**config.mk**
```make
export PLATFORM = sky130hd
export DESIGN_NAME = player_bullet
export DESIGN_NICKNAME = d
export VERILOG_FILES = /design/src/rtl/game_pkg.sv /design/src/rtl/box_overlap.sv /design/src/rtl/player_bullet.sv
export SDC_FILE = /design/constraint.sdc
export NUM_CORES = 1
export LEC_CHECK = 0
export CORE_ASPECT_RATIO = 1.4
export CORE_UTILIZATION = 40
export CTS_BUF_LIST = sky130_fd_sc_hd__clkbuf_16
export DETAILED_ROUTE_END_ITERATION = 8
export PLACE_DENSITY = 0.75
export SLEW_MARGIN = 0
export SYNTH_ARGS = -nofsm -noshare
export SYNTH_HDL_FRONTEND = slang
export SYNTH_SLANG_ARGS = --single-unit
```
**constraint.sdc**
```tcl
create_clock -name clk_i -period 5.75 [get_ports clk_i]
set_input_delay 1.15 -clock clk_i [delete_from_list [all_inputs] [get_ports clk_i]]
set_output_delay 1.15 -clock clk_i [all_outputs]
set_load 0.03 [all_outputs]
```
**src/rtl/game_pkg.sv**
```systemverilog
// Shared game types: screen geometry, bullet FSM states, box geometry and
// a helper that keeps a horizontally centred object inside the screen.
package game_pkg;

    localparam logic [9:0] SCREEN_W = 10'd640;
    localparam logic [9:0] SCREEN_H = 10'd480;

    typedef enum logic [1:0] {
        IDLE = 2'd0,
        FLY  = 2'd1,
        HIT  = 2'd2
    } bullet_state_e;

    // Inclusive pixel box.
    typedef struct packed {
        logic [9:0] left;
        logic [9:0] right;
        logic [9:0] top;
        logic [9:0] bot;
    } box_t;

    // Left edge for an object of half-width `half` centred on `center`,
    // limited to [0, max_left]. The low side is tested before subtracting
    // so the 10-bit difference can never wrap.
    function automatic logic [9:0] clamp_left(input logic [9:0] center,
                                              input logic [9:0] half,
                                              input logic [9:0] max_left);
        logic [9:0] raw;
        if (center < half) begin
            return 10'd0;
        end
        raw = center - half;
        if (raw > max_left) begin
            return max_left;
        end
        return raw;
    endfunction

endpackage

```
**src/rtl/box_overlap.sv**
```systemverilog
// Combinational inclusive rectangle intersection of two boxes.
module box_overlap
    import game_pkg::*;
(
    input  box_t a_i,
    input  box_t b_i,
    output logic overlap_o
);

    // Boxes touch when they overlap on both axes; shared edges count.
    always_comb begin
        overlap_o = (a_i.left <= b_i.right) && (a_i.right >= b_i.left) &&
                    (a_i.top  <= b_i.bot)   && (a_i.bot   >= b_i.top);
    end

endmodule

```
**src/rtl/player_bullet.sv**
```systemverilog
// Player bullet controller: launches from the cannon on a fire edge, climbs
// speed_p pixels per frame, and emits a one-cycle hit pulse on contact with
// a live enemy. Positions hold while idle; the renderer gates on active_o.
module player_bullet
    import game_pkg::*;
#(
    parameter int          speed_p     = 4,
    parameter int          width_p     = 2,
    parameter int          height_p    = 8,
    parameter logic [9:0]  start_top_p = 10'd440,
    parameter logic [9:0]  screen_w_p  = 10'd640
) (
    input  logic       clk_i,
    input  logic       reset_ni,
    input  logic       fire_i,
    input  logic       frame_i,
    input  logic [9:0] player_center_i,
    input  logic [9:0] enemy_left_i,
    input  logic [9:0] enemy_right_i,
    input  logic [9:0] enemy_top_i,
    input  logic [9:0] enemy_bot_i,
    input  logic       enemy_dead_i,
    output logic [9:0] left_pos_o,
    output logic [9:0] right_pos_o,
    output logic [9:0] top_pos_o,
    output logic [9:0] bot_pos_o,
    output logic       active_o,
    output logic       hit_o
);

    localparam logic [9:0] SPEED    = 10'(speed_p);
    localparam logic [9:0] WIDTH    = 10'(width_p);
    localparam logic [9:0] HEIGHT   = 10'(height_p);
    localparam logic [9:0] HALF_W   = 10'(width_p / 2);
    localparam logic [9:0] MAX_LEFT = screen_w_p - WIDTH;
    localparam logic [9:0] TOP_INIT = start_top_p - HEIGHT;

    bullet_state_e state_q;
    bullet_state_e state_d;

    logic       fire_q;
    logic       fire_edge;
    logic [9:0] left_q;
    logic [9:0] top_q;
    logic [9:0] launch_left;
    box_t       bullet_box;
    box_t       enemy_box;
    logic       overlap;
    logic       hit_now;
    logic       expire_now;
    logic       step_now;

    assign fire_edge   = fire_i & ~fire_q;
    assign launch_left = clamp_left(player_center_i, HALF_W, MAX_LEFT);

    assign bullet_box.left  = left_q;
    assign bullet_box.right = left_q + WIDTH - 10'd1;
    assign bullet_box.top   = top_q;
    assign bullet_box.bot   = top_q + HEIGHT - 10'd1;

    assign enemy_box.left  = enemy_left_i;
    assign enemy_box.right = enemy_right_i;
    assign enemy_box.top   = enemy_top_i;
    assign enemy_box.bot   = enemy_bot_i;

    box_overlap u_box_overlap (
        .a_i       (bullet_box),
        .b_i       (enemy_box),
        .overlap_o (overlap)
    );

    // Flight decisions in priority order: a hit freezes the bullet even when
    // a frame arrives; otherwise a frame either retires the bullet (it would
    // cross row 0) or moves it up one step.
    assign hit_now    = overlap & ~enemy_dead_i;
    assign expire_now = ~hit_now & frame_i & (top_q < SPEED);
    assign step_now   = ~hit_now & frame_i & (top_q >= SPEED);

    // Previous fire level, for rising-edge detection.
    always_ff @(posedge clk_i or negedge reset_ni) begin
        if (!reset_ni) begin
            fire_q <= 1'b0;
        end else begin
            fire_q <= fire_i;
        end
    end

    // State register.
    always_ff @(posedge clk_i or negedge reset_ni) begin
        if (!reset_ni) begin
            state_q <= IDLE;
        end else begin
            state_q <= state_d;
        end
    end

    // Next-state logic; fire edges outside IDLE are simply dropped.
    always_comb begin
        state_d = state_q;
        case (state_q)
            IDLE: begin
                if (fire_edge) begin
                    state_d = FLY;
                end
            end
            FLY: begin
                if (hit_now) begin
                    state_d = HIT;
                end else if (expire_now) begin
                    state_d = IDLE;
                end
            end
            HIT: begin
                state_d = IDLE;
            end
            default: begin
                state_d = IDLE;
            end
        endcase
    end

    // Bullet position: loaded at launch, stepped upward while flying,
    // otherwise held so the last position stays on the outputs.
    always_ff @(posedge clk_i or negedge reset_ni) begin
        if (!reset_ni) begin
            left_q <= 10'd0;
            top_q  <= TOP_INIT;
        end else begin
            case (state_q)
                IDLE: begin
                    if (fire_edge) begin
                        left_q <= launch_left;
                        top_q  <= TOP_INIT;
                    end
                end
                FLY: begin
                    if (step_now) begin
                        top_q <= top_q - SPEED;
                    end
                end
                default: begin
                end
            endcase
        end
    end

    // Status outputs decoded from the state.
    always_comb begin
        active_o = 1'b0;
        hit_o    = 1'b0;
        case (state_q)
            FLY:     active_o = 1'b1;
            HIT:     hit_o    = 1'b1;
            default: begin
            end
        endcase
    end

    assign left_pos_o  = bullet_box.left;
    assign right_pos_o = bullet_box.right;
    assign top_pos_o   = bullet_box.top;
    assign bot_pos_o   = bullet_box.bot;

endmodule

```
# After elaboration in Yosys (flattened, before gate mapping)
# Index checks and enable logic that the tools add are counted.
# W data, S select, Z words.
[totals] mem_bits_rw=0 n_memories=0 latchBits=0 romBits=0 regBits=23 output_inout_bits=42 wordCells=55 in_bits=55
[classes] n_div=0 addsub=6 reduce_logical=8 shifts=0 mul=0 magnitude_cmp=8 muxes=16 bitwise_logic=8 n_eq_ne=5
[ops] operator="$mux W10" count=6
[ops] operator="$sub A10 B1 Y10 const B" count=3
[ops] operator="$ge A10 B10 Y1" count=2
[ops] operator="$le A10 B10 Y1" count=2
[ops] operator="$pmux W10 S2" count=1
[ops] operator="$add A10 B2 Y10 const B" count=1
[ops] operator="$add A10 B4 Y10 const B" count=1
[ops] operator="$ge A10 B3 Y1 const B" count=1
[ops] operator="$gt A10 B10 Y1 const B" count=1
[ops] operator="$lt A10 B1 Y1 const B" count=1
[ops] operator="$lt A10 B3 Y1 const B" count=1
[ops] operator="$sub A10 B3 Y10 const B" count=1
[ops] operator="$mux W2" count=3
[ops] operator="$and A1 B1 Y1" count=5
[ops] operator="$mux W1" count=5
[ops] operator="$ne A2 B2 Y1 const B" count=2
[ops] operator="$pmux W2 S2" count=1
[ops] operator="$reduce_and A2 Y1" count=2
[ops] operator="$logic_and A1 B1 Y1" count=3
[ops] operator="$ne A3 B3 Y1 const B" count=1
[ops] operator="$not A1 Y1" count=3
[ops] operator="$reduce_and A3 Y1" count=1
[ops] operator="$eq A2 B1 Y1 const B" count=1
[ops] operator="$eq A2 B2 Y1 const B" count=1
[ops] operator="2 further kinds" count=2

# Longest topological paths before layout
[depth] word_depth=13 ltp_mapped=12 mapped_depth_nobuf=12

# Modules after synthesis
# From an unflattened synthesis, not the netlist that was laid out.
[unflattened] cells_unflattened=331 area_unflattened_um2=2620.0
[modules_own_cells] mod="player_bullet" cells_each=192 area_per_inst_um2=1640.3 seq_area_each_um2=530.5 n_inst=1
[modules_own_cells] mod="box_overlap" cells_each=139 area_per_inst_um2=979.7 seq_area_each_um2=0.0 n_inst=1

# Least setup slack after synthesis
# Ideal clock, no wire load.
[synth_timing] path_kind="register -> register" startpoint="register left_q[2], in the netlist left_pos_o[2]" endpoint="register top_q[2], in the netlist top_pos_o[2]" setup_ns=0.084 path_stages_with_launch=13 arrival_time_ns=3.529 synth_period_minus_slack_ns=3.613 path_slack_ns=2.137 required_time_ns=5.666 n_path_buf=0 path_cell_list="dfrtp_1 -> and3_1 -> and3_1 -> nand3_1 -> xnor2_1 -> ha_1 -> and3_1 -> a221oi_1 -> nor2_1 -> a41oi_1 -> a311oi_2 -> nor3_2 -> mux2i_1"
[synth_between] elab_chain_len=12 elab_cells_between_ends=13 classes_between="add/sub (2); order compare (2); eq/ne (1); bitwise (4); reduce/logical (4)"
[synth_rtl] item="from (decl)" line_no="player_bullet.sv:43" text="logic [9:0] left_q;"
[synth_rtl] item="from (signal assigned)" line_no="player_bullet.sv:132" text="left_q <= launch_left;"
[synth_rtl] item="$add A10 B2 Y10" line_no="player_bullet.sv:57" text="assign bullet_box.right = left_q + WIDTH - 10'd1;"
[synth_rtl] item="$sub A10 B1 Y10" line_no="player_bullet.sv:57"
[synth_rtl] item="net right_pos_o[8]" line_no="player_bullet.sv:24" text="output logic [9:0] right_pos_o,"
[synth_rtl] item="$ge A10 B10 Y1" line_no="box_overlap.sv:12" text="overlap_o = (a_i.left <= b_i.right) && (a_i.right >= b_i.left) &&"
[synth_rtl] item="$logic_and A1 B1 Y1 (2 in a row)" line_no="box_overlap.sv:12"
[synth_rtl] item="$logic_and A1 B1 Y1" line_no="box_overlap.sv:13" text="(a_i.top <= b_i.bot) && (a_i.bot >= b_i.top);"
[synth_rtl] item="$and A1 B1 Y1" line_no="player_bullet.sv:75" text="assign hit_now = overlap & ~enemy_dead_i;"
[synth_rtl] item="$not A1 Y1" line_no="player_bullet.sv:77" text="assign step_now = ~hit_now & frame_i & (top_q >= SPEED);"
[synth_rtl] item="$and A1 B1 Y1 (2 in a row)" line_no="player_bullet.sv:77"
[synth_rtl] item="$ne A2 B2 Y1 (no source line)"
[synth_rtl] item="$reduce_and A3 Y1 (no source line)"
[synth_rtl] item="to (signal assigned)" line_no="player_bullet.sv:138" text="top_q <= top_q - SPEED;"
[synth_rtl] item="to (decl)" line_no="player_bullet.sv:44" text="logic [9:0] top_q;"
# The timed path passes the listed nets, and every way through them passes these cells.
# A chain may end at the register's enable or synchronous reset.

# Worst setup path after layout
[layout_timing] startpoint="input enemy_top_i[2]" endpoint="register top_q[9], in the netlist top_pos_o[9]"
[layout_between] elab_chain_len=8
[layout_rtl] item="from (decl)" line_no="player_bullet.sv:20" text="input logic [9:0] enemy_top_i,"
[layout_rtl] item="$ge A10 B10 Y1" line_no="box_overlap.sv:13"
[layout_rtl] item="$logic_and A1 B1 Y1" line_no="box_overlap.sv:13"
[layout_rtl] item="$and A1 B1 Y1" line_no="player_bullet.sv:75"
[layout_rtl] item="$not A1 Y1" line_no="player_bullet.sv:77"
[layout_rtl] item="$and A1 B1 Y1 (2 in a row)" line_no="player_bullet.sv:77"
[layout_rtl] item="$ne A2 B2 Y1 (no source line)"
[layout_rtl] item="$reduce_and A3 Y1 (no source line)"
# No other way between the ends.

==> Flow_metrics.wiki <==
{| class="wikitable"
! Metric !! Value
|-
| Number of search-and-repair iterations in the first detailed-routing pass || 4
|-
| Buffers from clock root to sink, at most || 2
|-
| Most frequent cell after synthesis || sky130_fd_sc_hd__inv_1
|-
| H-tree levels || 1
|-
| GRT overflow || 0
|-
| Vias/cell || 5.30
|-
| Number of distinct library cells after synthesis || just under 60
|-
| Total core area || 5860 µm²
|-
| Clock buffers created by TritonCTS || 3
|-
| Number of pins with negative max-slew slack in the final report || 0
|-
| Shortest clock period the worst path allows after layout || 3.72 ns
|-
| Mean post-synth cell area || roughly 8.2 µm²
|-
| Predominant post-synthesis flop cell || sky130_fd_sc_hd__dfrtp_1
|-
| Avg WL per Cell || 13.6 µm
|-
| Sequential area share after synthesis || between 20% and 30%
|-
| Initial detailed-routing violation count || 60
|-
| Layout cell share with drive strength beyond 1 || under 10%
|-
| Fraction of post-synthesis cell area in the top cell type by area || 21.5%
|-
| Critical path arrival || 3.85 ns
|-
| Vertical die dimension || 94.6 µm
|-
| TritonCTS clock tree || built
|-
| Final setup violation count || 0
|-
| Total routed wirelength || around 6200 µm
|-
| Highest clock rate || 269 MHz
|-
| Buffers added on ports || 90
|-
| Pwr Density || 506 nW/µm²
|-
| Delay of the slowest cell on the worst path || between 0.5 and 0.6 ns
|-
| Vias in the first global route || around 2.3k
|-
| Initial Utilization || a little over two fifths
|-
| Register-to-Register Path Depth || 11
|-
| Global-route usage over all layers || about a fifth
|-
| Number of maximum-capacitance constraint violations || 0
|-
| Main area contributors after synthesis || sky130_fd_sc_hd__ha_1 21%, sky130_fd_sc_hd__dfrtp_1 17%, sky130_fd_sc_hd__inv_1 6.6%
|-
| Die outline area || 6440 µm²
|-
| Post-route DRC || 0
|-
| Clock transition at the registers of the reported paths || 0.05 ns
|-
| Worst Hold Path Cells || 1
|-
| Most common library cells after synthesis || 43 x sky130_fd_sc_hd__inv_1, 42 x sky130_fd_sc_hd__ha_1, 20 x sky130_fd_sc_hd__nand2_1, 19 x sky130_fd_sc_hd__nor2_1, 18 x sky130_fd_sc_hd__a21oi_1
|-
| Slew at the pin closest to its max-slew limit || slightly below 0.9 ns
|-
| Worst slew slack as a fraction of its limit || 40.2%
|-
| Count of antenna-violating nets left after detailed routing || 0
|-
| Clk sinks || 21
|-
| Worst vdd rail ir drop || 0.213 mV
|-
| Library cell used as clock root buffer || sky130_fd_sc_hd__clkbuf_16
|-
| Crit path max-delay cell type || sky130_fd_sc_hd__a311oi_2
|-
| Number of flip-flops and latches in the synthesized netlist || 21
|-
| Cells along the critical path || clkdlybuf4s50_1 -> inv_1 -> ha_1 -> o21a_1 -> o211ai_1 -> a221oi_1 -> o22ai_1 -> a311oi_2 -> nor3_2 -> a211o_1
|-
| Nature of the critical path endpoint || flip-flop
|-
| Required time worst endpoint || 5.88 ns
|-
| Setup Buffers After CTS || 0
|-
| Area of the mapped netlist || roughly 2400 µm²
|-
| Count of instances resized after the clock tree is built || 0
|-
| First-pass GRT wire length || 10400 µm
|-
| Setup repair after global routing missed its margin || no
|-
| Routability-driven placement congestion ratio || slightly above 0.8
|-
| Crit share post-route || 64.6%
|-
| Worst min-delay path class || reg2reg
|-
| Area growth syn-to-layout || 41.5%
|-
| Maximum fanout along the worst path || 9
|-
| Startpoint type of the worst setup path || input pin
|-
| DIE WIDTH || approximately 70 µm
|-
| Pleak || about 1.6 nW
|-
| Number of antenna violations at the first check in global routing || 0
|-
| Setup TNS || 0 ns
|-
| Number of filler cells placed in the layout || ~540
|-
| Clock insertion delay at the later pin of the skew report || around 0.25 ns
|-
| Result of the run || finished clean
|-
| HPWL after detailed placement || 5130 µm
|-
| EDFF count, synth || 0
|-
| Syn Inst Count || 300
|-
| Number of warning messages in the yosys log || 0
|-
| Number of core rows || 33
|-
| Ys async rst share || 100%
|-
| Number of nets in the layout || ~480
|-
| Detailed-route via count || 2405
|-
| Minimum hold slack || between 0.6 and 0.7 ns
|-
| Final count of hold timing violations || 0
|-
| Setup clock skew after layout || 0.00305 ns
|-
| Slack of the worst reg-to-reg path || 2.34 ns
|-
| Largest area contributor in the netlist || sky130_fd_sc_hd__ha_1
|-
| Maximum number of pins on one net before global-route repair || 22
|-
| Quantity of hold-fixing buffers added after cts || 0
|-
| Number of diodes added for antenna fixing || 0
|-
| Sum of internal, switching and leakage power || 1.75 mW
|-
| Total I/O pin count || 97
|-
| Critical Setup Path Class || in2reg
|}
[layer usage]
| layer | vias up | wire (µm) | track usage (%) |
|---|---|---|---|
| li1 | 1229 | - | - |
| met1 | 1126 | 2520 | 23.1 |
| met2 | 48 | 3420 | 40.2 |
| met3 | 2 | 217 | 1.93 |
| met4 | 0 | 33 | 3.47 |
| met5 | - | 0 | 0 |
[cell families after synthesis]
kind of cell,after synthesis,synth area share [%]
multiplexers,2,0.818
flip-flops,21,21.7
other,2,0.307
AO/OA/AOI/OAI,64,18.8
adder cells (fa/ha/maj),42,21.5
AND/OR/NAND/NOR,92,20.5
XOR/XNOR,20,7.16
buffers and inverters,57,9.36
[power breakdown]
part	internal [mW]	total (mW)	leakage (nW)	switching, mW
combinational	0.548	1.22	1.31	0.677
sequential	0.227	0.386	0.248	0.159
clock	0.0924	0.141	0.0423	0.0482
total	0.868	1.75	1.60	0.884
[layout by cell type (no fill, tap or decap), types with 5 or more instances in the layout]
master / Yosys / routed
sky130_fd_sc_hd__clkdlybuf4s50_1: 0 / 90
sky130_fd_sc_hd__inv_1: 43 / 44
sky130_fd_sc_hd__ha_1: 42 / 42
sky130_fd_sc_hd__nand2_1: 20 / 20
sky130_fd_sc_hd__nor2_1: 19 / 19
sky130_fd_sc_hd__a21oi_1: 18 / 18
sky130_fd_sc_hd__dfrtp_1: 17 / 17
sky130_fd_sc_hd__xnor2_1: 16 / 16
sky130_fd_sc_hd__nand3_1: 13 / 13
sky130_fd_sc_hd__nand4_1: 8 / 8
sky130_fd_sc_hd__a21o_1: 8 / 8
sky130_fd_sc_hd__and3_1: 6 / 6
sky130_fd_sc_hd__nand2b_1: 5 / 5
[state kept, by name (all words and copies together), names as in the netlist]
register	cells
fire_q	1
top_pos_o	8
state_q	2
left_pos_o	10
[critical path: cells and delay by family]
family / cells / cell delay (ns)
compound gates: 6 / 1.70
buf+inv: 2 / 0.49
fa+ha+maj: 1 / 0.27
simple gates: 1 / 0.23
[worst paths after layout]
check | startpoint | to
min in group asynchronous | reset_ni | top_pos_o[2]
max in group asynchronous | reset_ni | top_pos_o[6]
setup / recovery | enemy_top_i[2] | top_pos_o[9]
hold / removal | left_pos_o[3] | left_pos_o[3]
hold reg to reg | left_pos_o[3] | left_pos_o[3]
setup reg to reg | top_pos_o[2] | top_pos_o[9]
[per-stage QoR]
step	util [%]	instance area, µm²	worst slack (ns)	std cells
global route	59.0	3460	1.87	454
CTS	59.0	3460	2.05	454
detailed placement	57.7	3380	1.79	450
finish	59.0	3460	2.03	454
global placement	57.7	3380	1.82	450
floorplan	-	2450	2.14	302
[final cells by class]
type / count / area, µm² / area share (%)
multi-input cells: 224 / 1700 / 49.0
repair buffers: 90 / 901 / 26.0
flip-flops and latches: 21 / 531 / 15.3
inverters: 45 / 169 / 4.88
well taps: 70 / 87.6 / 2.53
clock buffers: 3 / 75.1 / 2.17
clock inverters: 1 / 3.75 / 0.108
No activity file was read; power rests on OpenSTA's default activity.
